### src/rtl/washer_controller.sv
// Washing-machine cycle controller.
//
// Drives one wash cycle: IDLE -> FILL -> WASH -> RINSE -> SPIN -> COMPLETE -> IDLE.
// Phase length is measured in pulses of an external unit-timer counter.
// cnt_start enables that counter and cnt_done is its terminal pulse.
// Each timed phase lasts <PHASE>_UNITS accepted cnt_done pulses. A pause, or an
// open door, freezes the cycle. While frozen, the actuators are off and the door
// stays locked.
//
// Ports
//   clk          rising-edge clock
//   rst          synchronous active-high reset
//   start_btn    cycle request, honoured only in IDLE with the door closed
//   door_closed  door sensor, 1 = closed
//   pause        user pause, level
//   cnt_done     terminal pulse from the unit-timer counter
//   cnt_start    unit-timer enable (timed phase and not held)
//   water_valve  fill valve
//   motor_on     drum motor
//   motor_fast   spin speed select
//   drain_pump   drain pump
//   door_lock    door lock, engaged FILL..SPIN
//   busy         cycle in progress, FILL..SPIN
//   cycle_done   single-cycle pulse in COMPLETE
//   phase        current state code
module washer_controller #(
  parameter int FILL_UNITS  = 2,
  parameter int WASH_UNITS  = 3,
  parameter int RINSE_UNITS = 2,
  parameter int SPIN_UNITS  = 1
) (
  input  logic       clk,
  input  logic       rst,
  input  logic       start_btn,
  input  logic       door_closed,
  input  logic       pause,
  input  logic       cnt_done,
  output logic       cnt_start,
  output logic       water_valve,
  output logic       motor_on,
  output logic       motor_fast,
  output logic       drain_pump,
  output logic       door_lock,
  output logic       busy,
  output logic       cycle_done,
  output logic [2:0] phase
);

  typedef enum logic [2:0] {
    IDLE     = 3'd0,
    FILL     = 3'd1,
    WASH     = 3'd2,
    RINSE    = 3'd3,
    SPIN     = 3'd4,
    COMPLETE = 3'd5
  } state_t;

  // Unit-counter value on which the final pulse of each phase is accepted.
  localparam logic [7:0] FILL_LAST  = 8'(FILL_UNITS  - 1);
  localparam logic [7:0] WASH_LAST  = 8'(WASH_UNITS  - 1);
  localparam logic [7:0] RINSE_LAST = 8'(RINSE_UNITS - 1);
  localparam logic [7:0] SPIN_LAST  = 8'(SPIN_UNITS  - 1);

  state_t     state, state_nxt;
  logic [7:0] unit_cnt, unit_cnt_nxt;
  logic [7:0] last_unit;
  logic       timed;
  logic       hold;
  logic       accept;

  assign timed  = (state == FILL) || (state == WASH) ||
                  (state == RINSE) || (state == SPIN);
  assign hold   = pause || !door_closed;
  assign accept = cnt_start && cnt_done;

  always_comb begin
    last_unit = 8'd0;
    case (state)
      FILL:    last_unit = FILL_LAST;
      WASH:    last_unit = WASH_LAST;
      RINSE:   last_unit = RINSE_LAST;
      SPIN:    last_unit = SPIN_LAST;
      default: last_unit = 8'd0;
    endcase
  end

  always_ff @(posedge clk) begin
    if (rst) begin
      state    <= IDLE;
      unit_cnt <= 8'd0;
    end else begin
      state    <= state_nxt;
      unit_cnt <= unit_cnt_nxt;
    end
  end

  // Next state. The unit counter moves only on an accepted pulse.
  // An accepted pulse is never seen while held, so the hold freeze needs no
  // separate branch.
  always_comb begin
    state_nxt    = state;
    unit_cnt_nxt = unit_cnt;
    case (state)
      IDLE: begin
        unit_cnt_nxt = 8'd0;
        if (start_btn && door_closed) state_nxt = FILL;
      end
      FILL, WASH, RINSE, SPIN: begin
        if (accept) begin
          if (unit_cnt == last_unit) begin
            unit_cnt_nxt = 8'd0;
            case (state)
              FILL:    state_nxt = WASH;
              WASH:    state_nxt = RINSE;
              RINSE:   state_nxt = SPIN;
              default: state_nxt = COMPLETE;
            endcase
          end else begin
            unit_cnt_nxt = unit_cnt + 8'd1;
          end
        end
      end
      COMPLETE: begin
        state_nxt    = IDLE;
        unit_cnt_nxt = 8'd0;
      end
      default: begin
        state_nxt    = IDLE;
        unit_cnt_nxt = 8'd0;
      end
    endcase
  end

  // Output decode is purely from state and the hold inputs.
  // cnt_start therefore stays high across a phase advance, because both phases
  // are timed. The counter's self-clearing pulse is seen exactly once.
  always_comb begin
    cnt_start   = timed && !hold;
    water_valve = 1'b0;
    motor_on    = 1'b0;
    motor_fast  = 1'b0;
    drain_pump  = 1'b0;
    door_lock   = timed;
    busy        = timed;
    cycle_done  = (state == COMPLETE);
    if (!hold) begin
      case (state)
        FILL: water_valve = 1'b1;
        WASH: motor_on = 1'b1;
        RINSE: begin
          water_valve = 1'b1;
          motor_on    = 1'b1;
        end
        SPIN: begin
          motor_on   = 1'b1;
          motor_fast = 1'b1;
          drain_pump = 1'b1;
        end
        default: ;
      endcase
    end
  end

  assign phase = state;

endmodule

### config.mk
export PLATFORM = sky130hd
export DESIGN_NAME = washer_controller
export DESIGN_NICKNAME = d
export VERILOG_FILES = /design/src/rtl/washer_controller.sv
export SDC_FILE = /design/constraint.sdc
export NUM_CORES = 1
export LEC_CHECK = 0
export CORE_AREA = 2 2 43 45
export DETAILED_ROUTE_END_ITERATION = 10
export DIE_AREA = 0 0 45 47
export PLACE_DENSITY_LB_ADDON = 0.05
export SLEW_MARGIN = 5
export SYNTH_ARGS = -nofsm -noshare
export SYNTH_HDL_FRONTEND = slang
export SYNTH_SLANG_ARGS = --single-unit
export TNS_END_PERCENT = 30
### constraint.sdc
create_clock -name clk -period 2.5 [get_ports clk]
set_clock_uncertainty 0.2 [all_clocks]
set_input_delay 0.5 -clock clk [delete_from_list [all_inputs] [get_ports clk]]
set_output_delay 0.5 -clock clk [all_outputs]
set_load 0.1 [all_outputs]
# ---- Yosys cells after proc, flatten, opt, wreduce, memory -nomap -nowiden
# Index checks and enable logic that the tools add are counted.
dict set report classes {
  n_mul 0
  mux 13
  order_cmp 0
  eq_ne 9
  n_addsub 1
  div_mod_pow 0
  shifts 0
  bitwise 1
  reduce_logical 15
}
# op count
set op_table {}
lappend op_table {{3-bit two-way mux} 3}
lappend op_table {{3-bit case mux with 3 select lines} 1}
lappend op_table {{8-bit by 1-bit adder with 8-bit output (second input constant)} 1}
lappend op_table {{8-bit equality test} 1}
lappend op_table {{8-bit two-way mux} 1}
lappend op_table {{3-bit by 2-bit equality test with 1-bit output (second input constant)} 2}
lappend op_table {{3-bit equality test (second input constant)} 2}
lappend op_table {{1-bit two-way mux} 6}
lappend op_table {{2-bit != test (second input constant)} 3}
lappend op_table {{3-bit case mux with 2 select lines} 1}
lappend op_table {{1-bit logical OR} 4}
lappend op_table {{2-bit case mux with 2 select lines} 1}
lappend op_table {{2-bit OR reduction} 2}
lappend op_table {{4-bit OR reduction} 1}
lappend op_table {{3-bit by 1-bit equality test with 1-bit output (second input constant)} 1}
lappend op_table {{1-bit logical AND} 3}
lappend op_table {{3-bit zero test} 1}
lappend op_table {{3-bit AND reduction} 1}
lappend op_table {{3-bit OR reduction} 1}
lappend op_table {{1-bit zero test} 2}
lappend op_table {{1-bit NOT} 1}
dict set report word_totals {
  output_inout_bits 11
  mem_count 0
  rom_bits 0
  input_bits 6
  reg_bits 11
  mem_bits_rw 0
  latchBits 0
  word_cells 41
}

# ---- Longest topological paths before layout
# Gate-level depths: netlist of run 1.
dict set report depth {
  depth_word 8
  mapped_depth 7
  ltp_nobuf 5
}

# ---- Worst setup path after synthesis of run 1
# Ideal clock, no wire load.
dict set report synth_timing {
  kind {flip-flop to output port}
  from {register state[2] (netlist: phase[2])}
  to {output port motor_fast}
  path_stages_with_launch 5
  required_time_ps 1800
  arrival_ps 4066
  n_path_buf 2
  slack_ps -2266
  cell_sequence {dfxtp_1 > buf_2 > nand2b_1 > nor3_1 > buf_4}
}
dict set report synth_via {
  elab_chain_len 3
}
# element line
set synth_lines {}
lappend synth_lines {{from (decl)} 64} ;# state_t state, state_nxt;
lappend synth_lines {{from (signal assigned)} 92} ;# state <= state_nxt;
lappend synth_lines {{3-bit equality test} n/a}
lappend synth_lines {{1-bit two-way mux (2 in series)} n/a}
lappend synth_lines {{to (decl)} 41} ;# output logic motor_fast,
# Every way passes these cells.

# ---- Worst setup path in the final report of run 1
dict set report layout_timing {
  from {register state[2] (netlist: phase[2])}
  to {output port busy}
}
dict set report layout_via {
  elab_chain_len 4
  word_cells_on_any_way 7
  cone_classes {eq/ne (4); reduce/logical (3)}
}
# element line
set layout_lines {}
lappend layout_lines {{3-bit by 1-bit equality test with 1-bit output or 3-bit by 2-bit equality test with 1-bit output (tied branches)} 71} ;# assign timed = (state == FILL) || (state == WASH) ||
lappend layout_lines {{1-bit logical OR (2 in series)} 71}
lappend layout_lines {{1-bit logical OR (*)} 72} ;# (state == RINSE) || (state == SPIN);
lappend layout_lines {{to (decl)} 44} ;# output logic busy,
# Every way passes the cells marked *; elsewhere a longest branch is shown, timed or not.

==> results.json, run 1 <==
{
  "hold_ws_ns": 0.331,
  "wl_um": 1510,
  "gr-total-overflow": 0,
  "clk_latency_ns": 0.27,
  "cp-end-kind": "output port",
  "final-hold-violation-count": 0,
  "die-width_um": 45,
  "ir_worst_vdd_mv": 0.283,
  "maxSlewViolCount": 0,
  "clockBufferDepth": 2,
  "core_area_um2": 1650,
  "period_share_pct": 94.4,
  "grt_max_degree": 13,
  "synth_warnings": 0,
  "final_cell_area_um2": 1050,
  "drt-vias-per-instance": 5.37,
  "grt_pass1_wl_um": 2500,
  "numPortBuffers": 16,
  "hold_path.class": "reg -> reg",
  "wl_per_cell_um": 12.5,
  "yosys_most_used_dff": "dfxtp_1",
  "worstMarginPinSlew_ns": 0.351,
  "r2r-start": "phase[2]$_SDFFE_PP0P_",
  "syn_area_um2": 738,
  "setup_viol": 0,
  "cts_buffers": 3,
  "setup_ws_ns": 0.139,
  "rsz0062_at_grt": "no",
  "drtIter0Drc": 10,
  "dr.pass1.iters": 3,
  "critPathArrivalTime_ns": 1.66,
  "relSlewSlack_pct": 76.6,
  "ff2ff_path_depth": 6,
  "startpoint_type": "register",
  "crit_chain": "or3_4 > nand2_1 > clkinvlp_4 > buf_12",
  "gp_congestion": 0.816,
  "dp.cells": 117,
  "post_dp_cell_area_um2": 1020,
  "antenna_left": 0,
  "critPathKind": "reg -> out",
  "clock-sinks": 11,
  "synth_edf_count": 0,
  "io_pins": 17,
  "cts_tree": "yes",
  "cpMaxStageDelayCell": "or3_4",
  "grt_pass1_vias": 583,
  "fin_util_pct": 63.4,
  "drcViolationCount": 0,
  "post_cts_buffers": 0,
  "status": "completed",
  "synth.net_count": 93,
  "power_density_nw_per_um2": 393,
  "postCtsHoldBufs": 0,
  "pre_cts_ws_ns": 0.162,
  "dieArea_um2": 2120,
  "synthCells": 86,
  "fmax_ghz": 0.424,
  "timing.setup.tns_ns": 0,
  "antenna_found_initial": 0,
  "dieHeight_um": 47,
  "initial_utilization_pct": 44.7,
  "cp-endpoint": "busy",
  "antenna_cells": 0,
  "track_usage_pct": 17.3,
  "ys_ff_latch": 11,
  "cp_max_fo": 12,
  "synth_cell_type_count": 33,
  "worstSetupStartpoint": "phase[2]$_SDFFE_PP0P_",
  "seq_area_frac_synth_pct": 29.8,
  "layout-drive-gt1-share_pct": 39.4,
  "rows": 15,
  "fillers": 135,
  "total_power_uw": 412,
  "via_count": 650,
  "htree_levels": 1,
  "cts_root_buffer": "clkbuf_4",
  "leakagePower_nw": 0.350,
  "finalNonFillerCells": 121,
  "max-cap-violations": 0,
  "area_delta_synth_final_pct": 41.9,
  "period_needed_ns": 2.36,
  "crit_required_ns": 1.80,
  "nNetsFinal": 112,
  "dp_hpwl_um": 1200,
  "async_flop_share_pct": 0,
  "postSynthAreaPerCell_um2": 8.58,
  "clk_pin_slew_ns": 0.07,
  "max_stage_delay_ns": 0.43,
  "r2r-end": "unit_cnt[2]$_SDFFE_PP0P_",
  "ctsResizeCount": 0,
  "r2r_slack_ns": 0.60
}
## per-layer routing
metal  vias up  wire (um)  part of all wire (%)  GRT usage, %
met2        11        774                    51          28.9
met3         4         56                   3.7          5.77
met1       303        643                    42          18.4
li1        332          -                     -             -
met4         0         38                   2.5          12.4
met5         -          0                     0             0
## kinds of logic after synthesis
| logic type | share of synthesized area (%) |
|---|---|
| flops | 29.8 |
| buf+inv | 7.46 |
| simple gates | 36.3 |
| compound gates | 11.2 |
| mux | 4.07 |
| xor+xnor | 9.49 |
| fa+ha+maj | 1.69 |
## where the power goes
group | total [mW] | leakage [nW] | internal, mW | switching [mW]
sequential | 0.180 | 0.0907 | 0.175 | 0.00551
clock | 0.122 | 0.0150 | 0.0619 | 0.0600
combinational | 0.110 | 0.244 | 0.0395 | 0.0702
## registers in the layout, summed over array words and instances, names as in the netlist
signal and flops:
unit_cnt 8, phase 3
## Yosys cell counts (2+ instances only)
cell type | number | area, um^2
buf_4 | 2 | 15.0
inv_1 | 2 | 7.51
xor2_1 | 2 | 17.5
nor2_2 | 7 | 43.8
nand3_1 | 2 | 10.0
nor3_1 | 5 | 25.0
buf_2 | 2 | 10.0
nor2_1 | 14 | 52.6
nand2b_1 | 3 | 18.8
buf_6 | 2 | 22.5
xnor2_1 | 6 | 52.6
nand2_1 | 6 | 22.5
mux2i_1 | 3 | 30.0
dfxtp_1 | 11 | 220
## layout by cell type, fill, tap and decap left out, drive strengths merged, types with 2 or more instances in the layout
master / n
buf: 15
xnor2: 6
or3: 2
nand2b: 3
mux2i: 3
dfxtp: 11
nand2: 6
clkdlybuf4s50: 5
nor2: 22
xor2: 2
nand3: 3
nor3: 5
o21ai: 2
clkbuf: 4
## cell type report
cell class	count	area (um^2)	area share, %
Inverter	2	11.3	1.08
Tap cell	17	21.3	2.03
Clock buffer	4	26.3	2.51
Sequential cell	11	229	21.9
Timing Repair Buffer	20	275	26.3
Multi-Input combinational cell	67	484	46.2
## worst max-delay path: cells and delay by family (launching register included)
kind / cells / cell delay (ns)
and+or+nand+nor: 2 / 0.62
DFF: 1 / 0.40
buffers and inverters: 2 / 0.36
## worst min path at each step
stage                                   from                  endpoint  slack [ns]  cells after the start
finish              unit_cnt[7]$_SDFFE_PP0P_  unit_cnt[7]$_SDFFE_PP0P_        0.33                      2
global route           phase[2]$_SDFFE_PP0P_     phase[1]$_SDFFE_PP0P_        0.36                      1
CTS                 unit_cnt[7]$_SDFFE_PP0P_  unit_cnt[7]$_SDFFE_PP0P_        0.34                      2
detailed placement  unit_cnt[7]$_SDFFE_PP0P_  unit_cnt[7]$_SDFFE_PP0P_        0.32                      2
global placement    unit_cnt[7]$_SDFFE_PP0P_  unit_cnt[7]$_SDFFE_PP0P_        0.31                      2
floorplan           unit_cnt[7]$_SDFFE_PP0P_  unit_cnt[7]$_SDFFE_PP0P_        0.29                      2
Power figures use the tool's default switching activity.
==> run 2, diff against run 1 <==
- CORE_AREA: 2 2 43 45 -> 2 2 42 44
- DIE_AREA: 0 0 45 47 -> 0 0 44 46
- HOLD_SLACK_MARGIN: not set -> 0.06
- clock period: 2.5 -> 2.79 ns (I/O delays scaled with it)
==> results.json, run 2 (same netlist as run 1, synthesis figures left out) <==
{
  "initial_utilization_pct": 45.7,
  "wl_met3_um": 78,
  "fmax_ghz": 0.392,
  "finalNonFillerCells": 119,
  "cts_root_buffer": "clkbuf_4",
  "dr.pass1.iters": 4,
  "wl_um": 1520,
  "highest_layer": "met4",
  "antenna_found_initial": 0,
  "hold_depth": 2,
  "rows": 15,
  "grt_max_degree": 13,
  "antenna_cells": 0,
  "crit_chain": "clkdlybuf4s50_1 > nand2b_1 > nor3_4 > buf_12",
  "critPathArrivalTime_ns": 1.79,
  "leakagePower_nw": 0.326,
  "period_share_pct": 91.5,
  "maxSlewViolCount": 0,
  "critPathKind": "in -> out",
  "numPortBuffers": 16,
  "drt-vias-per-instance": 5.13,
  "clk_latency_ns": 0.27,
  "hold_path.class": "reg -> reg",
  "postCtsHoldBufs": 0,
  "nNetsFinal": 110,
  "cts_buffers": 3,
  "largest_reg_flops": 8,
  "pre_cts_ws_ns": 0.228,
  "wl_met1_um": 724,
  "hold_ws_ns": 0.335,
  "cp-end-kind": "output port",
  "hold-path-endpoint": "unit_cnt[7]$_SDFFE_PP0P_",
  "clk_pin_slew_ns": 0.07,
  "setup_viol": 0,
  "gp_congestion": 0.750,
  "grt_pass1_wl_um": 2460,
  "largest-register": "unit_cnt",
  "drcViolationCount": 0,
  "max-cap-violations": 0,
  "period_needed_ns": 2.55,
  "clockBufferDepth": 2,
  "cpMaxStageDelayCell": "clkdlybuf4s50_1",
  "gr-total-overflow": 0,
  "r2r_slack_ns": 0.87,
  "die-width_um": 44,
  "max_stage_delay_ns": 0.52,
  "worstMarginPinSlew_ns": 0.354,
  "grt_pass1_vias": 562,
  "ff2ff_path_depth": 6,
  "r2r-end": "unit_cnt[3]$_SDFFE_PP0P_",
  "layout-drive-gt1-share_pct": 38.2,
  "hp-start": "unit_cnt[7]$_SDFFE_PP0P_",
  "core_area_um2": 1610,
  "post_cts_buffers": 0,
  "power_density_nw_per_um2": 366,
  "r2r-start": "phase[2]$_SDFFE_PP0P_",
  "final_cell_area_um2": 982,
  "most-common-layout-cells": "11 x nor2_2, 10 x nor2_1, 8 x buf_4, 8 x dfxtp_1",
  "via_count": 610,
  "final-hold-violation-count": 0,
  "wl_per_cell_um": 12.7,
  "status": "completed",
  "mostFrequentLayoutCell": "nor2_2",
  "dieHeight_um": 46,
  "wl_met2_um": 688,
  "antenna_left": 0,
  "track_usage_pct": 16.9,
  "cts_tree": "yes",
  "crit_required_ns": 2.03,
  "dieArea_um2": 2020,
  "dp.cells": 115,
  "rsz0062_at_grt": "no",
  "clock-sinks": 11,
  "area_delta_synth_final_pct": 33.1,
  "dp_hpwl_um": 1130,
  "htree_levels": 1,
  "drtIter0Drc": 15,
  "relSlewSlack_pct": 76.2,
  "post_dp_cell_area_um2": 956,
  "ctsResizeCount": 0,
  "ir_worst_vdd_mv": 0.212,
  "startpoint_type": "input pin",
  "cp_max_fo": 4,
  "setup_ws_ns": 0.238,
  "io_pins": 17
}
==> run 2: cell count changes in the layout (fill, tap and decap cells not counted) <==
cell | before | now
buf_4 | 6 | 8
buf_12 | 9 | 5
==> run 2: how the worst max path moves through the flow <==
| stage | from | to | slack (ns) | cells after the start |
|---|---|---|---|---|
| final | door_closed | drain_pump | 0.24 | 4 |
| after global routing | door_closed | drain_pump | 0.16 | 4 |
| after CTS | door_closed | drain_pump | 0.22 | 4 |
| after detailed placement | door_closed | drain_pump | 0.23 | 4 |
| after global placement | pause | drain_pump | 0.26 | 4 |
| after floorplan | phase[0]$_SDFFE_PP0P_ | cnt_start | -0.02 | 4 |
==> run 2: where the power goes <==
part           switching [mW]  leakage (nW)  total [mW]  internal, mW
clock network          0.0568        0.0150       0.112        0.0554
logic                  0.0601         0.220      0.0854        0.0253
registers             0.00522        0.0907       0.162         0.157
total                   0.122         0.326       0.360         0.237
==> run 2: area by class of cell <==
cell class                 instances  area, um^2
tap                               17        21.3
clock buffer                       4        26.3
inverter                           2        11.3
sequential                        11         229
fill                             142         632
timing repair buffer              18         210
multi-input combinational         67         484
==> run 2: through the flow <==
step	setup TNS (ns)	utilization, %	power, mW
final	0	60.9	0.360
after global routing	0	60.9	0.374
after CTS	0	60.9	0.365
after detailed placement	0	59.2	0.251
after global placement	0	59.2	0.251
after floorplan	-0.0509	-	0.232
==> run 2: critical path: cells and delay by family <==
kind	cells	cell delay (ns)
buffers and inverters	2	0.73
AND/OR/NAND/NOR	2	0.50
==> run 2: layer usage <==
layer | track usage (%) | vias to the layer above
li1 | - | 327
met1 | 21.5 | 260
met2 | 27.4 | 19
met3 | 2.78 | 4
met4 | 9.09 | 0
met5 | 0 | -
==> run 3, diff against run 2 <==
- SETUP_SLACK_MARGIN: not set -> 0.02
==> results of run 3 <==
Same layout as run 2: the final DEF is identical, and so are final timing and power.
